$ cat src/rtl/pc_gen_if.sv
// Fetch request channel between the PC generator and instruction memory.
//
// Handshake: fetch_valid/fetch_pc are driven by the master. A request
// transfers on a rising clk edge where fetch_valid && fetch_ready. While
// fetch_valid is high and fetch_ready is low, fetch_pc stays stable. The one
// exception is a redirect or trap: the pending request is then abandoned and
// replaced. fetch_ready may depend on fetch_valid, but fetch_valid never
// depends on fetch_ready.
interface pc_gen_if #(
  parameter int PC_W = 32
);
  logic            fetch_valid;
  logic [PC_W-1:0] fetch_pc;
  logic            fetch_ready;

  modport master (
    output fetch_valid,
    output fetch_pc,
    input  fetch_ready
  );

  modport slave (
    input  fetch_valid,
    input  fetch_pc,
    output fetch_ready
  );
endinterface

$ cat src/rtl/pc_gen.sv
// Program-counter generator for the rvseed core.
// Owns the architectural fetch PC and issues fetch requests over pc_gen_if.
// Next-PC priority in RUN: trap, decode redirect, stall hold, sequential step.
// A misaligned redirect target parks the block in HALT until a trap arrives.

`ifndef BRAN_WIDTH
`define BRAN_WIDTH 2
`endif
`ifndef BRAN_NONE
`define BRAN_NONE 2'd0
`endif
`ifndef BRAN_TYPE_A
`define BRAN_TYPE_A 2'd1
`endif
`ifndef BRAN_TYPE_B
`define BRAN_TYPE_B 2'd2
`endif
`ifndef JUMP_WIDTH
`define JUMP_WIDTH 2
`endif
`ifndef JUMP_NONE
`define JUMP_NONE 2'd0
`endif
`ifndef JUMP_JAL
`define JUMP_JAL 2'd1
`endif
`ifndef JUMP_JALR
`define JUMP_JALR 2'd2
`endif

module pc_gen #(
  parameter int          PC_W       = 32,
  parameter logic [31:0] RESET_PC   = 32'h0000_0000,
  parameter int          INST_BYTES = 4
) (
  input  logic                   clk,
  input  logic                   rst,
  input  logic                   stall,
  input  logic [`BRAN_WIDTH-1:0] branch,
  input  logic                   zero,
  input  logic [`JUMP_WIDTH-1:0] jump,
  input  logic [PC_W-1:0]        reg1_rdata,
  input  logic [PC_W-1:0]        imm,
  input  logic [PC_W-1:0]        idu_inst_pc,
  input  logic                   trap_valid,
  input  logic [PC_W-1:0]        trap_pc,
  pc_gen_if.master               fetch,
  output logic                   flush,
  output logic                   misalign_err,
  output logic [PC_W-1:0]        misalign_addr,
  output logic                   halted,
  output logic [1:0]             dbg_state
);

  typedef enum logic [1:0] {
    BOOT = 2'd0,
    RUN  = 2'd1,
    HALT = 2'd2
  } state_t;

  // Number of low PC bits that must be zero for an aligned instruction.
  localparam int ALIGN_BITS = (INST_BYTES == 2) ? 1 : 2;
  localparam logic [PC_W-1:0] RESET_PC_T = PC_W'(RESET_PC);
  localparam logic [PC_W-1:0] STEP       = PC_W'(INST_BYTES);
  localparam logic [PC_W-1:0] ALIGN_MASK = {PC_W{1'b1}} << ALIGN_BITS;

  state_t          state;
  logic [PC_W-1:0] pc_q;
  logic            valid_q;

  logic            branch_taken;
  logic            jal_taken;
  logic            jalr_taken;
  logic            redirect;
  logic [PC_W-1:0] rel_target;
  logic [PC_W-1:0] jalr_target;
  logic [PC_W-1:0] redirect_target;
  logic            target_misaligned;
  logic [PC_W-1:0] trap_target;
  logic [PC_W-1:0] seq_pc;

  assign fetch.fetch_valid = valid_q;
  assign fetch.fetch_pc    = pc_q;
  assign dbg_state         = state;

  // Decode-stage redirect decision and target selection; branches beat jumps.
  always_comb begin
    branch_taken      = 1'b0;
    jal_taken         = 1'b0;
    jalr_taken        = 1'b0;
    redirect          = 1'b0;
    rel_target        = idu_inst_pc + imm;
    jalr_target       = (reg1_rdata + imm) & ~{{(PC_W-1){1'b0}}, 1'b1};
    redirect_target   = rel_target;
    target_misaligned = 1'b0;
    trap_target       = trap_pc & ALIGN_MASK;
    seq_pc            = pc_q + STEP;

    branch_taken = ((branch == `BRAN_TYPE_A) &&  zero) ||
                   ((branch == `BRAN_TYPE_B) && !zero);
    jal_taken    = (jump == `JUMP_JAL);
    jalr_taken   = (jump == `JUMP_JALR);
    redirect     = branch_taken || jal_taken || jalr_taken;

    if (branch_taken || jal_taken) begin
      redirect_target = rel_target;
    end else if (jalr_taken) begin
      redirect_target = jalr_target;
    end

    target_misaligned = |(redirect_target & ~ALIGN_MASK);
  end

  // Control FSM with registered PC, request valid and status pulses.
  always_ff @(posedge clk) begin
    if (rst) begin
      state         <= BOOT;
      pc_q          <= RESET_PC_T;
      valid_q       <= 1'b0;
      flush         <= 1'b0;
      misalign_err  <= 1'b0;
      misalign_addr <= '0;
      halted        <= 1'b0;
    end else begin
      // Pulses default low and are only raised for the cycle after their cause.
      flush        <= 1'b0;
      misalign_err <= 1'b0;
      case (state)
        BOOT: begin
          // One idle cycle so the first request follows reset release cleanly.
          state   <= RUN;
          valid_q <= 1'b1;
        end

        RUN: begin
          if (trap_valid) begin
            // Trap wins over everything, including a misaligned redirect.
            pc_q  <= trap_target;
            flush <= 1'b1;
          end else if (redirect) begin
            flush <= 1'b1;
            if (target_misaligned) begin
              misalign_err  <= 1'b1;
              misalign_addr <= redirect_target;
              state         <= HALT;
              valid_q       <= 1'b0;
              halted        <= 1'b1;
            end else begin
              pc_q <= redirect_target;
            end
          end else if (stall) begin
            pc_q <= pc_q;
          end else if (valid_q && fetch.fetch_ready) begin
            // Modulo 2^PC_W: the top address wraps to zero silently.
            pc_q <= seq_pc;
          end
        end

        HALT: begin
          // Only a trap can restart fetch; redirects and stall are ignored.
          if (trap_valid) begin
            pc_q    <= trap_target;
            flush   <= 1'b1;
            state   <= RUN;
            valid_q <= 1'b1;
            halted  <= 1'b0;
          end
        end

        default: begin
          state   <= BOOT;
          pc_q    <= RESET_PC_T;
          valid_q <= 1'b0;
          halted  <= 1'b0;
        end
      endcase
    end
  end

endmodule

$ cat src/flat_wrapper.sv
// flat-port wrapper written by rule: the top's interface ports become plain ports
module pc_gen_flat 
#(
  parameter int          PC_W       = 32,
  parameter logic [31:0] RESET_PC   = 32'h0000_0000,
  parameter int          INST_BYTES = 4
)
  (clk, rst, stall, branch, zero, jump, reg1_rdata, imm, idu_inst_pc, trap_valid, trap_pc, flush, misalign_err, misalign_addr, halted, dbg_state, fetch_fetch_valid, fetch_fetch_pc, fetch_fetch_ready);
  pc_gen_if #(.PC_W(PC_W)) fetch_i ();
  input  logic clk;
  input  logic rst;
  input  logic stall;
  input  logic [`BRAN_WIDTH-1:0] branch;
  input  logic zero;
  input  logic [`JUMP_WIDTH-1:0] jump;
  input  logic [PC_W-1:0] reg1_rdata;
  input  logic [PC_W-1:0] imm;
  input  logic [PC_W-1:0] idu_inst_pc;
  input  logic trap_valid;
  input  logic [PC_W-1:0] trap_pc;
  output logic flush;
  output logic misalign_err;
  output logic [PC_W-1:0] misalign_addr;
  output logic halted;
  output logic [1:0] dbg_state;
  output wire logic [$bits(fetch_i.fetch_valid)-1:0] fetch_fetch_valid;
  output wire logic [$bits(fetch_i.fetch_pc)-1:0] fetch_fetch_pc;
  input wire logic [$bits(fetch_i.fetch_ready)-1:0] fetch_fetch_ready;
  assign fetch_fetch_valid = fetch_i.fetch_valid;
  assign fetch_fetch_pc = fetch_i.fetch_pc;
  assign fetch_i.fetch_ready = fetch_fetch_ready;
  pc_gen #(.PC_W(PC_W), .RESET_PC(RESET_PC), .INST_BYTES(INST_BYTES)) u_core (.clk(clk), .rst(rst), .stall(stall), .branch(branch), .zero(zero), .jump(jump), .reg1_rdata(reg1_rdata), .imm(imm), .idu_inst_pc(idu_inst_pc), .trap_valid(trap_valid), .trap_pc(trap_pc), .fetch(fetch_i), .flush(flush), .misalign_err(misalign_err), .misalign_addr(misalign_addr), .halted(halted), .dbg_state(dbg_state));
endmodule
$ cat config.mk
export PLATFORM = sky130hd
export DESIGN_NAME = pc_gen_flat
export DESIGN_NICKNAME = d
export VERILOG_FILES = /design/src/rtl/pc_gen_if.sv /design/src/rtl/pc_gen.sv /design/src/flat_wrapper.sv
export SDC_FILE = /design/constraint.sdc
export NUM_CORES = 1
export LEC_CHECK = 0
export BUFFER_PORTS_ARGS = -buffer_cell sky130_fd_sc_hd__buf_2
export CORE_MARGIN = 1
export CORE_UTILIZATION = 35
export DETAILED_ROUTE_END_ITERATION = 10
export PLACE_DENSITY = 0.62
export SYNTH_ARGS = -nofsm -noshare
export SYNTH_HDL_FRONTEND = slang
export SYNTH_SLANG_ARGS = --single-unit
$ cat constraint.sdc
create_clock -name clk -period 3.85 [get_ports clk]
set_input_delay 0.77 -clock clk [delete_from_list [all_inputs] [get_ports clk]]
set_output_delay 0.77 -clock clk [all_outputs]
set_load 0.005 [all_outputs]
==> results of run 1 <==
## power groups by stage
stage               clock (mW)  combinational [mW]  sequential (mW)
finish                   0.846                1.29            0.808
global route             0.900                1.42            0.814
CTS                      0.865                1.28            0.808
detailed placement           0                1.27            0.824
global placement             0                1.27            0.823
floorplan                    0               0.810            0.821
## routing by layer
layer  global-route usage [%]  wire (um)  vias to the layer above
li1                         -          -                     4072
met1                     32.9      11900                     3626
met2                     35.8      10700                      344
met3                     3.92       1880                       28
met4                     6.00        462                        0
met5                        0          0                        -
## worst max-delay path by stage
stage                 from                                endpoint
CTS                 imm[0]  u_core.fetch.fetch_pc[24]$_SDFFE_PP0P_
global route        imm[0]  u_core.fetch.fetch_pc[24]$_SDFFE_PP0P_
finish              imm[0]  u_core.fetch.fetch_pc[24]$_SDFFE_PP0P_
detailed placement  imm[0]  u_core.fetch.fetch_pc[24]$_SDFFE_PP0P_
global placement    imm[0]  u_core.fetch.fetch_pc[24]$_SDFFE_PP0P_
floorplan           imm[0]  u_core.fetch.fetch_pc[24]$_SDFFE_PP0P_
## critical path, cell delays in order
cell,delay [ns]
buf_2,0.11
ha_1,0.23
fa_1,0.41
a21oi_2,0.20
o221ai_1,0.18
a221oi_1,0.27
buf_4,0.17
o21a_1,0.18
o21ai_1,0.16
a41oi_2,0.26
xor2_1,0.26
mux2i_1,0.20
a222oi_1,0.37
o21ai_1,0.09
## flip-flops by register name (all words and copies together), names as in the netlist
signal,count
u_core.fetch.fetch_valid,1
u_core.misalign_err,1
u_core.dbg_state,2
u_core.misalign_addr,32
u_core.halted,1
u_core.fetch.fetch_pc,32
u_core.flush,1
## synth_stat cells, types with 3 or more instances
| library cell | number | area share, % |
|---|---|---|
| and3_1 | 19 | 1.6 |
| ha_1 | 66 | 11 |
| xor2_1 | 27 | 3.3 |
| a211oi_1 | 25 | 2.6 |
| o211ai_1 | 6 | 0.62 |
| xnor2_1 | 41 | 5.0 |
| a31oi_1 | 15 | 1.3 |
| nand2b_1 | 13 | 1.1 |
| nor3_1 | 24 | 1.7 |
| o22ai_1 | 4 | 0.35 |
| dfxtp_1 | 70 | 19 |
| a222oi_1 | 8 | 1.1 |
| o21a_1 | 10 | 1.0 |
| o21ai_1 | 14 | 0.97 |
| nor2b_1 | 6 | 0.52 |
| nand3b_1 | 4 | 0.42 |
| and2_1 | 13 | 1.1 |
| a221oi_1 | 7 | 0.85 |
| a22oi_1 | 5 | 0.52 |
| nand3_1 | 27 | 1.9 |
| nor4_1 | 3 | 0.26 |
| inv_1 | 21 | 1.1 |
| o21ai_0 | 54 | 3.7 |
| buf_2 | 6 | 0.42 |
| buf_1 | 4 | 0.21 |
| or3_1 | 6 | 0.52 |
| a21oi_1 | 104 | 7.2 |
| nand4_1 | 13 | 1.1 |
| mux2i_1 | 10 | 1.4 |
| a2111oi_0 | 3 | 0.36 |
| a21o_1 | 39 | 4.1 |
| clkbuf_1 | 33 | 1.7 |
| o21bai_1 | 8 | 0.83 |
| nor2_1 | 111 | 5.8 |
| nor3_2 | 3 | 0.42 |
| o31ai_1 | 8 | 0.83 |
| and4_1 | 6 | 0.73 |
| nand2_1 | 96 | 5.0 |
| a21boi_0 | 3 | 0.31 |
## final cells by class
class / count / area [um^2] / area share [%]
clock buffer: 12 / 256 / 2.84
inverter: 21 / 78.8 / 0.871
timing repair buffer: 245 / 1340 / 14.8
multi-input combinational: 853 / 5590 / 61.8
tap: 270 / 338 / 3.73
clock inverter: 3 / 43.8 / 0.484
sequential: 70 / 1400 / 15.5
## cell families (layout without fill, tap and decap cells)
group,count (synthesis),in the layout
and+or+nand+nor,359,359
adders and majority gates,68,68
DFF,70,70
AOI/OAI and AO/OA,347,347
muxes,11,11
buffers and inverters,65,281
xor gates and xnor gates,68,68
## per-stage QoR
step                hold WS [ns]  util, %  TNS, ns
floorplan                  0.447        -        0
global placement           0.439     43.2   -0.106
detailed placement         0.440     43.2   -0.151
CTS                        0.451     44.6        0
global route               0.463     44.7        0
finish                     0.449     44.7        0
==> run summary, run 1 <==
The starting density of the core is 35.7%. The hold path depth came out at 2. For hold timing, the worst endpoint is u_core.misalign_addr[17]$_SDFFE_PP0P_. Once placement completed, the tool counted placed cells totaling 1459. The post-layout net count is 1406. The total overflow left after global routing is 0. The total routing usage reported by global routing is 23.1%.

The clock network fraction of total power is 28.7%. The switching power summed over all nets came out at 1.11 mW. The worst setup path is of the primary input to flip-flop kind. The number of antenna diodes in the final layout is 0. By area, the combinational part of the netlist is dominated by compound AO/OA/AOI/OAI gates. The power density over cell area is 326 nW/um^2.

The clock net in this run drives a total of 70 sinks. The final-report max-slew violation count is 0. The chip width came out at 146 um.

The post-CTS setup buffer count is 0. In this run the static leakage power is 4.11 nW. The share of the clock period used by the worst path is 94.5%. In this run the most critical hold path is launched from u_core.misalign_addr[17]$_SDFFE_PP0P_.

Data on the critical path arrives at its endpoint at 3.85 ns. The fraction of power spent switching nets came out at 37.7%. The global placer's final weighted congestion came out at 0.938. The relative slew slack came out at 43.3%. The number of synthesis warnings came out at 0. Of all nets on the critical path, the largest fanout is 3. Setup slack closes at 0.211 ns.

The via count of the first global-routing pass is 7297. 208 I/O pins were placed. The peak ir drop on the vdd network came out at 0.199 mV. Of the synthesized area, sequential elements account for 19.4%.

The pin count of the biggest net entering global routing came out at 48. The worst setup path is launched from a primary input. The count of non-filler cells in the finished layout came out at 1474. The fraction of the mapped netlist area in adder cells is 12.0%. A synthesized cell averages 7.31 um^2. The initial antenna violation count came out at 0. The placed wire-length estimate came out at 20200 um. The register-to-register path setup slack came out at 1.01 ns.

The worst-case reg-to-reg path depth came out at 9. The register clock-pin slew on the reported worst setup and hold paths is 0.06 ns. Synthesis produced a netlist with a net count of 1194. The placed instances occupy a cell area of 8730 um^2. The worst path required time came out at 4.06 ns.

The quantity of hold-fixing buffers added after cts is 0. Leaving out fill and tap cells, the most frequent cell in the layout is buf_2. The post-route cell area is 9040 um^2.

Across the routed clock network, the largest skew measured is 0.0127 ns. The CTS root buffer is clkbuf_16. In this run the cell area of the synthesized design comes to 7220 um^2. The latest clock arrival within the worst-skew pair came out at 0.34 ns.

The final hold violation count came out at 0. The minimum clock period came out at 3.64 ns. Before antenna repair, the detailed router went through 6 iterations. The average wire length per cell after detail routing is 16.9 um. The worst-case clock buffer depth came out at 2. After detailed routing, the number of vias per cell comes to 5.47. The maximum clock frequency came out at 0.275 GHz.

The internal power of the cells totals 1.84 mW. The clock buffer count from CTS is 9. The class of the tightest hold or removal check is flip-flop to flip-flop. The area share of xor/xnor cells in the synthesized design is 8.25%. The final layout contains routed wiring with a total length of 24900 um. The area growth from synthesis to layout is 25.2%. The primary flip-flop cell chosen by synthesis mapping is dfxtp_1. The y dimension of the die is 146 um.

The initial DRC count is 585. The count of different cell masters after synthesis came out at 80. The worst slack at placement came out at -0.103 ns.

Leaving out fill and tap cells, the most frequent cells in the layout are 205 x buf_2, 111 x nor2_1, 103 x a21oi_1, 96 x nand2_1, 70 x dfxtp_1. Measured against the total synthesized area, the mux share comes to 1.54%. The number of vias in the routed layout came out at 8070. Setup repair after global routing left no endpoint under its margin. The run finished with clean final reports. For this run, design rule violations remaining after detail routing come to 0. The part of the power in registers came out at 27.4%.

The endpoint identified for the worst register-to-register timing path is u_core.fetch.fetch_pc[18]$_SDFFE_PP0P_. The combinational share of power came out at 43.9%. The synthesized design contains 70 register bits. The post-cts repair resize count came out at 0. Setup violations remaining at the end of the flow were counted as 0. The first-pass GRT wire length came out at 39000 um. The fraction of the mapped netlist area in compound gates is 31.4%. The async set-or-reset flop fraction in the synthesized netlist is 0%. The post-route netlist has 23.8% of its cells at a drive strength greater than 1. The total power after layout came out at 2.95 mW. The final antenna-violating net count is 0. The floorplan has 52 rows. The number of enable flip-flop cells after synthesis is 0.

The core area is 20200 um^2. The slew at the pin closest to its max-slew limit is 0.850 ns. Fill cells in the final layout number 2127.

The total number of H-tree levels is 3. STA classifies the critical path endpoint as a flip-flop. Across the run, the number of max-cap violations was 0. The share of synthesized cell area in and, or, nand and nor gates came out at 23.9%. The synthesized netlist cell count is 988. The count of port buffers added during placement is 205.

The die covers 21200 um^2. The clock tree from TritonCTS is done. The startpoint identified for the worst register-to-register timing path is u_core.dbg_state[1]$_SDFFE_PP0P_.
No activity file was read; power rests on OpenSTA's default activity.
==> inputs of run 2 (changes only) <==
Settings changed: BUFFER_PORTS_ARGS -buffer_cell sky130_fd_sc_hd__buf_2 to unset, CAP_MARGIN set to 20, DONT_BUFFER_PORTS set to 1, PLACE_DENSITY 0.62 to 0.53.
==> run 2 against run 1 <==
  * Hold slack better by 0.019 ns
  * Via count down 9.5%
  * Clock skew fell by 0.0071 ns
  * Fmax grew 2.7%
  * Routed wire length is 0.31% higher
  * Utilization shrank 4.9 points
  * Final area is 11% lower
  * Critical path type unchanged
  * Critical endpoint unchanged
  * Largest cell class unchanged
==> run summary, run 2 (same netlist as run 1, synthesis figures left out) <==
The run finished with clean final reports. The worst clock skew on the final layout came out at 0.00558 ns (-0.00712 ns). The slew at the pin closest to its max-slew limit is 0.900 ns (+0.0495 ns). The first-pass GRT wire length was 39200 um (+0.40%).

The count of port buffers added during placement was 0 (-100%). The placed standard-cell area is 7690 um^2 (-12%). The post-layout net count came out at 1199 (-15%). The total power after layout came out at 3.02 mW (+2.3%). The worst path required time came out at 4.06 ns (about the same). The endpoint identified for the worst register-to-register timing path is u_core.fetch.fetch_pc[18]$_SDFFE_PP0P_.

The register-to-register path setup slack came out at 1.12 ns (+0.11 ns). The startpoint class of the critical path is a primary input. The leakage dissipation was 3.22 nW (-22%). The pin count of the biggest net entering global routing is 57 (+19%). The count of non-filler cells in the finished layout is 1268 (-14%). The register clock-pin slew on the reported worst setup and hold paths came out at 0.06 ns (about the same). The number of fill cells came out at 2172 (+2.1%).

The share of the clock period used by the worst path came out at 92.0% (-2.5 points). TritonCTS built the clock tree. The core area is 20200 um^2 (unchanged). The total die area came out at 21200 um^2 (unchanged). The hold path endpoint is u_core.misalign_addr[1]$_SDFFE_PP0P_. The post-cts repair resize count came out at 0 (unchanged). The area occupied by multi-input gates came out at 5580 um^2 (-0.20%). The hold path depth is 2 (unchanged). The number of vias in the routed layout is 7302 (-9.5%). The signal on the critical path passes through ha_1 > fa_1 > a21oi_1 > o221ai_1 > a221oi_1 > buf_4 > o21a_1 > o21ai_1 > a41oi_1 > xor2_1 > mux2i_1 > a222oi_1 > o21ai_1. The reported max-cap violation count came out at 0 (unchanged). Setup repair after global routing left no endpoint under its margin. By instance count, the cell type seen most on the critical path is o21ai_1. The post-route cell area came to 8060 um^2 (-11%).

CTS placed an instance of clkbuf_16 at the clock tree root. The total number of H-tree levels came to 3 (unchanged). The minimum clock period is 3.54 ns (-0.0971 ns). The y dimension of the die is 146 um (unchanged). The top fanout value on the critical path was 3 (unchanged). The clock buffer count from CTS is 9 (unchanged). STA classifies the critical path endpoint as a flip-flop.

The power density over cell area came out at 374 nW/um^2 (+15%). The average wire length per cell after detail routing is 19.7 um (+17%). The worst-case reg-to-reg path depth was 10 (+1). The worst setup margin came out at 0.308 ns (+0.0971 ns). The worst slack at placement is 0.00377 ns (+0.106 ns). The starting density of the core came out at 35.7% (unchanged).

The final count of negative-setup-slack endpoints came out at 0 (unchanged). The startpoint of the tightest hold check path is u_core.misalign_addr[1]$_SDFFE_PP0P_. The type of the worst setup path is primary input to flip-flop. The total routing usage reported by global routing came out at 23.4% (+0.34 points).

The quantity of hold-fixing buffers added after cts is 0 (unchanged). The most frequent standard cell in the layout excluding fill and tap cells is nor2_1. The via count of the first global-routing pass is 6801 (-6.8%). The number of I/O pins came out at 208 (unchanged). The critical path's largest stage delay is 0.39 ns (-0.02 ns). The total buffers and inverters traversed by the critical path was 1 (-1). The count of unresolved DRC violations after routing was 0 (unchanged). The relative slew slack is 40.0% (-3.3 points). The data arrival time of the critical path came to 3.75 ns (-0.10 ns).

The initial antenna violation count is 0 (unchanged). The final wirelength came out at 25000 um (+0.31%). In this design, the largest share of critical-path delay is due to compound AO/OA/AOI/OAI gates. Compared with the post-synthesis result, the final layout area differs by 11.5%. The global placer's final weighted congestion is 0.877 (-6.4%). The share of layout cells above drive strength 1 was 7.92% (-16 points). The first-pass iteration count of the detailed router is 5 (-1).

The peak ir drop on the vdd network is 0.179 mV (-10%). The latest clock arrival within the worst-skew pair came out at 0.34 ns (about the same). Among all stages on the critical path, the largest delay is contributed by fa_1. The sum of overflow across all layers after global routing came out at 0 (unchanged). The initial DRC count came out at 522 (-11%). The number of antenna cells inserted came out at 0 (unchanged). The final-report max-slew violation count is 0 (unchanged).

The placed wire-length estimate came out at 20000 um (-1.1%). The worst-case clock buffer depth came out at 2 (unchanged). The number of clock sinks seen by CTS came out at 70 (unchanged). The standard-cell row count came to 52 (unchanged). The maximum clock frequency came out at 0.282 GHz (+2.7%). The final antenna-violating net count came out at 0 (unchanged). The min-delay analysis places its worst path in the category flip-flop to flip-flop. The final hold violation count is 0 (unchanged). The number of cells in the design after placement came out at 1252 (-14%). The worst register-to-register path begins at u_core.dbg_state[1]$_SDFFE_PP0P_. The number of vias per cell after detailed routing is 5.76 (+5.2%). The worst hold-check slack is 0.468 ns (+0.0193 ns). The library cells used most frequently in the layout, excluding fill and tap cells, are 111 x nor2_1, 104 x a21oi_1, 96 x nand2_1, 70 x dfxtp_1, 66 x ha_1. The chip width came out at 146 um (unchanged). The area used by sequential logic in the layout came out at 1400 um^2 (unchanged). The post-CTS setup buffer count was 0 (unchanged).
==> run 2: cell count changes in the layout (fill, tap and decap cells not counted) <==
| cell | before | now |
|---|---|---|
| a41oi_1 | 1 | 2 |
| a21oi_1 | 103 | 104 |
| buf_2 | 205 | 0 |
| a21oi_2 | 3 | 2 |
| a41oi_2 | 1 | 0 |
| buf_4 | 39 | 37 |
| clkbuf_8 | 2 | 0 |
| bufinv_16 | 1 | 4 |
==> run 2: worst max path at each step <==
stage,start,endpoint,slack [ns],cells after the start
global route,imm[0],u_core.fetch.fetch_pc[24]$_SDFFE_PP0P_,0.11,13
finish,imm[0],u_core.fetch.fetch_pc[24]$_SDFFE_PP0P_,0.31,13
floorplan,imm[0],u_core.fetch.fetch_pc[24]$_SDFFE_PP0P_,0.43,12
CTS,imm[0],u_core.fetch.fetch_pc[24]$_SDFFE_PP0P_,0.36,13
global placement,imm[0],u_core.fetch.fetch_pc[24]$_SDFFE_PP0P_,-0.02,13
detailed placement,imm[0],u_core.fetch.fetch_pc[24]$_SDFFE_PP0P_,0.004,13
==> run 2: routing by layer <==
layer	up-vias	GRT usage [%]	share of wire, %
met5	-	0	0
met2	259	37.3	45
met3	11	4.89	7.9
li1	3659	-	-
met4	0	4.68	0.92
met1	3373	32.6	46
==> run 2: where the power goes <==
part	total [mW]	switching, mW	leakage (nW)	internal [mW]
registers	0.823	0.0518	0.567	0.772
logic	1.16	0.701	2.47	0.458
clock network	1.03	0.334	0.177	0.699
==> run 2: stage by stage <==
| step | setup TNS [ns] | utilization (%) |
|---|---|---|
| final | 0 | 39.8 |
| after global routing | 0 | 39.8 |
| after CTS | 0 | 39.8 |
| after detailed placement | 0 | 38.0 |
| after global placement | -0.0225 | 38.0 |
| after floorplan | 0 | - |
==> run 2: tightest hold or removal path: cells and delay by family, from the launching register on <==
family	cells	cell delay, ns
simple gates	1	0.05
flops	1	0.32
compound gates	1	0.05
==> run 2: final cells by class <==
cell class | instances | area share, %
tap | 270 | 4.19
clock inverter | 6 | 1.66
clock buffer | 10 | 2.84
inverter | 21 | 0.979
timing repair buffer | 38 | 3.70
sequential | 70 | 17.4
multi-input combinational | 853 | 69.2
==> inputs of run 3 (changes only) <==
Settings changed: ABC_AREA set to 1.
==> run 3 against run 2 <==
  * Worst setup slack better by 0.85 ns
  * Critical path type unchanged
  * Clock-buffer cell count shrank 1
  * Die area up 21%
  * Clock skew rose by 0.0012 ns
  * Critical endpoint is now u_core.fetch.fetch_pc[2]$_SDFFE_PP0P_
  * Sequential share of layout area shrank 2.5 points
  * First-iteration DRC count rose by 35%
  * Routed wire length grew 27%
  * Via count increased by 32%
  * Hold slack improved by 0.013 ns
==> run summary, run 3 <==
The run finished with clean final reports. The most frequent standard cell in the layout excluding fill and tap cells is nand2_1. The multiplexer area fraction after synthesis is 0% (-1.5 points). The worst-case reg-to-reg path depth is 14 (+4). The part of the Yosys area used for sequential elements came out at 15.9% (-3.5 points). The register clock-pin slew on the reported worst setup and hold paths is 0.06 ns (about the same). The final count of negative-setup-slack endpoints came out at 0 (unchanged). The final-report max-slew violation count came out at 0 (unchanged). The post-CTS setup buffer count is 0 (unchanged). The initial DRC count is 705 (+35%). The final sum of negative setup slack was 0 ns (unchanged). The core area is 24500 um^2 (+21%). The worst setup path is of the primary input to flip-flop kind. The number of synthesized register bits came to 70 (unchanged).

The fraction of the mapped netlist area in adder cells is 9.85% (-2.1 points). The number of antenna cells inserted is 0 (unchanged). The share of synthesized cell area in and, or, nand and nor gates was 44.5% (+21 points).

The total routing usage reported by global routing came out at 24.5% (+1.1 points). The y dimension of the die was 160 um (+10%). The worst setup path is launched from a primary input. The final wirelength came to 31800 um (+27%). The data arrival time of the critical path came out at 2.97 ns (-0.78 ns). The placed wire-length estimate came out at 26500 um (+33%). The clock buffer count from CTS came to 9 (unchanged). The fraction of post-synthesis cell area in the top cell type by area is 26.5% (+7.1 points).

The sum of overflow across all layers after global routing came to 0 (unchanged). The number of vias per cell after detailed routing was 4.97 (-14%). The commonest cells after synthesis are 621 x nand2_1, 265 x inv_1, 128 x nand3_1. Summed over all instances, the cell type with the most area after synthesis is nand2_1.

The startpoint of the tightest hold check path is u_core.misalign_addr[3]$_SDFFE_PP0P_. The reported max-cap violation count came to 0 (unchanged). The final antenna-violating net count is 0 (unchanged). The slew at the pin closest to its max-slew limit came out at 0.851 ns (-0.0489 ns). The global placer's final weighted congestion came to 0.939 (+7.0%). Setup repair after global routing left no endpoint under its margin. The min-delay analysis places its worst path in the category flip-flop to flip-flop. The async set-or-reset flop fraction in the synthesized netlist came out at 0% (unchanged).

The count of port buffers added during placement came out at 0 (unchanged). The average wire length per cell after detail routing is 16.4 um (-17%). The area share of xor/xnor cells in the synthesized design is 2.99% (-5.3 points). The total die area came out at 25800 um^2 (+21%).

The latest clock arrival within the worst-skew pair came to 0.34 ns (about the same). The clock tree from TritonCTS is done. The via count of the first global-routing pass came out at 8792 (+29%). CTS placed an instance of clkbuf_16 at the clock tree root. The average footprint of a synthesized cell came out at 5.41 um^2 (-26%).

The kind of capture point of the worst setup path is a flip-flop. The leakage dissipation came out at 4.91 nW (+53%). The number of I/O pins came out at 208 (unchanged).

The worst-case clock buffer depth is 2 (unchanged). The number of synthesis warnings was 0 (unchanged). The main combinational cell family by area after synthesis is simple AND/OR/NAND/NOR gates.

In the layout the commonest cells are 621 x nand2_1, 265 x inv_1, 128 x nand3_1, 114 x a21oi_1, 110 x nor2_1. The total number of H-tree levels is 3 (unchanged). The hold path depth is 2 (unchanged). The chip width came out at 160 um (+10%).

The minimum clock period is 2.69 ns (-0.852 ns). The number of cells in the design after placement is 1925 (+54%). The synthesized netlist cell count is 1625 (+64%). The worst path required time was 4.13 ns (+0.07 ns). The quantity of hold-fixing buffers added after cts came out at 0 (unchanged). The count of different cell masters after synthesis came to 47 (-41%). The number of vias in the routed layout was 9646 (+32%). The power density over cell area came out at 338 nW/um^2 (-9.7%). The post-layout net count came out at 1818 (+52%). The post-synth design cell area is 8790 um^2 (+22%). The starting density of the core came out at 35.9% (+0.25 points). The area growth from synthesis to final layout came out at 7.23%. The placed standard-cell area came out at 9110 um^2 (+18%). The reg-to-reg endpoint is u_core.fetch.fetch_pc[2]$_SDFFE_PP0P_.

The relative slew slack came out at 43.2% (+3.2 points). The post-cts repair resize count is 0 (unchanged). The top fanout value on the critical path came out at 30 (+27). The first-pass iteration count of the detailed router came out at 5 (unchanged). The number of enable flip-flop cells after synthesis came out at 0 (unchanged). The initial antenna violation count came out at 0 (unchanged).

The post-synthesis net count came to 1831 (+53%). The hold path endpoint is u_core.misalign_addr[3]$_SDFFE_PP0P_. The register-to-register path setup slack was 1.19 ns (+0.07 ns). The standard-cell row count came out at 57 (+9.6%). By instance count, the leading cell after synthesis is nand2_1. The share of the clock period used by the worst path came out at 69.9% (-22 points). The count of non-filler cells in the finished layout came out at 1940 (+53%). The pin count of the biggest net entering global routing is 48 (-16%). The worst hold-check slack is 0.482 ns (+0.0132 ns). The fraction of the mapped netlist area in compound gates is 13.2% (-18 points). The number of clock sinks seen by CTS is 70 (unchanged).

The post-route cell area came out at 9430 um^2 (+17%). After synthesis, the cell types taking the most area are nand2_1 27%, dfxtp_1 16%, inv_1 11%. The share of layout cells above drive strength 1 came out at 3.71% (-4.2 points). The maximum clock frequency is 0.372 GHz (+32%).

The worst clock skew on the final layout was 0.00673 ns (+0.00115 ns). The first-pass GRT wire length came out at 49000 um (+25%). The final hold violation count is 0 (unchanged). The peak ir drop on the vdd network is 0.221 mV (+23%). In the synthesized netlist the dominant register cell turns out to be dfxtp_1. The worst register-to-register path begins at u_core.dbg_state[1]$_SDFFE_PP0P_. The count of unresolved DRC violations after routing is 0 (unchanged).
[run 3: how the worst max path moves through the flow]
stage	depth (start not counted)	from	slack [ns]	end
final	12	imm[0]	1.16	u_core.fetch.fetch_pc[2]$_SDFFE_PP0P_
after global routing	14	u_core.dbg_state[1]$_SDFFE_PP0P_	0.93	u_core.fetch.fetch_pc[29]$_SDFFE_PP0P_
after CTS	12	imm[0]	1.18	u_core.fetch.fetch_pc[2]$_SDFFE_PP0P_
after detailed placement	12	imm[0]	0.83	u_core.fetch.fetch_pc[2]$_SDFFE_PP0P_
after global placement	12	imm[0]	0.85	u_core.fetch.fetch_pc[2]$_SDFFE_PP0P_
after floorplan	18	imm[0]	1.38	u_core.fetch.fetch_pc[22]$_SDFFE_PP0P_
[run 3: kinds of logic (layout without fill, tap and decap cells)]
logic type	Yosys count	count (layout)
flip-flops	70	70
AO/OA/AOI/OAI	212	212
adder cells (fa/ha/maj)	68	68
buffers and inverters	307	298
AND/OR/NAND/NOR	938	938
XOR/XNOR	30	30
[run 3: power by group]
group / total (mW) / switching, mW / internal (mW)
Combinational: 1.37 / 0.935 / 0.438
Sequential: 0.895 / 0.0928 / 0.802
Clock: 0.919 / 0.348 / 0.571
Total: 3.19 / 1.38 / 1.81
[run 3: final cells by class]
class / instances / area, um^2
clock buffer: 9 / 225
clock inverter: 6 / 95.1
fill: 2794 / 15000
inverter: 273 / 1020
multi-input combinational: 1248 / 6200
sequential: 70 / 1400
tap: 324 / 405
timing repair buffer: 10 / 75.1
[run 3: metrics by stage]
step                      util, %  power [mW]  setup WS (ns)
final                        38.5        3.19           1.16
after global placement       37.2        2.27          0.845
after CTS                    38.5        3.20           1.18
after floorplan                 -        1.90           1.38
after global routing         38.5        3.43          0.930
after detailed placement     37.2        2.27          0.833
[run 3: per-layer routing]
metal  share of wire, %  track usage [%]  vias to the layer above
met5                  0                0                        -
li1                   -                -                     5087
met2                 44             40.4                      314
met4                1.4             4.33                        0
met1                 46             32.7                     4218
met3                7.9             5.71                       27
[run 3: critical path: stages]
cell and delay, ns:
ha_1 0.23, fa_1 0.45, nand2_1 0.08, nand2_1 0.09, nand2_1 0.10, nand2_2 0.07, inv_2 0.12, nand4_4 0.27
nor2_2 0.16, buf_4 0.35, o21ai_1 0.11, a21oi_1 0.13
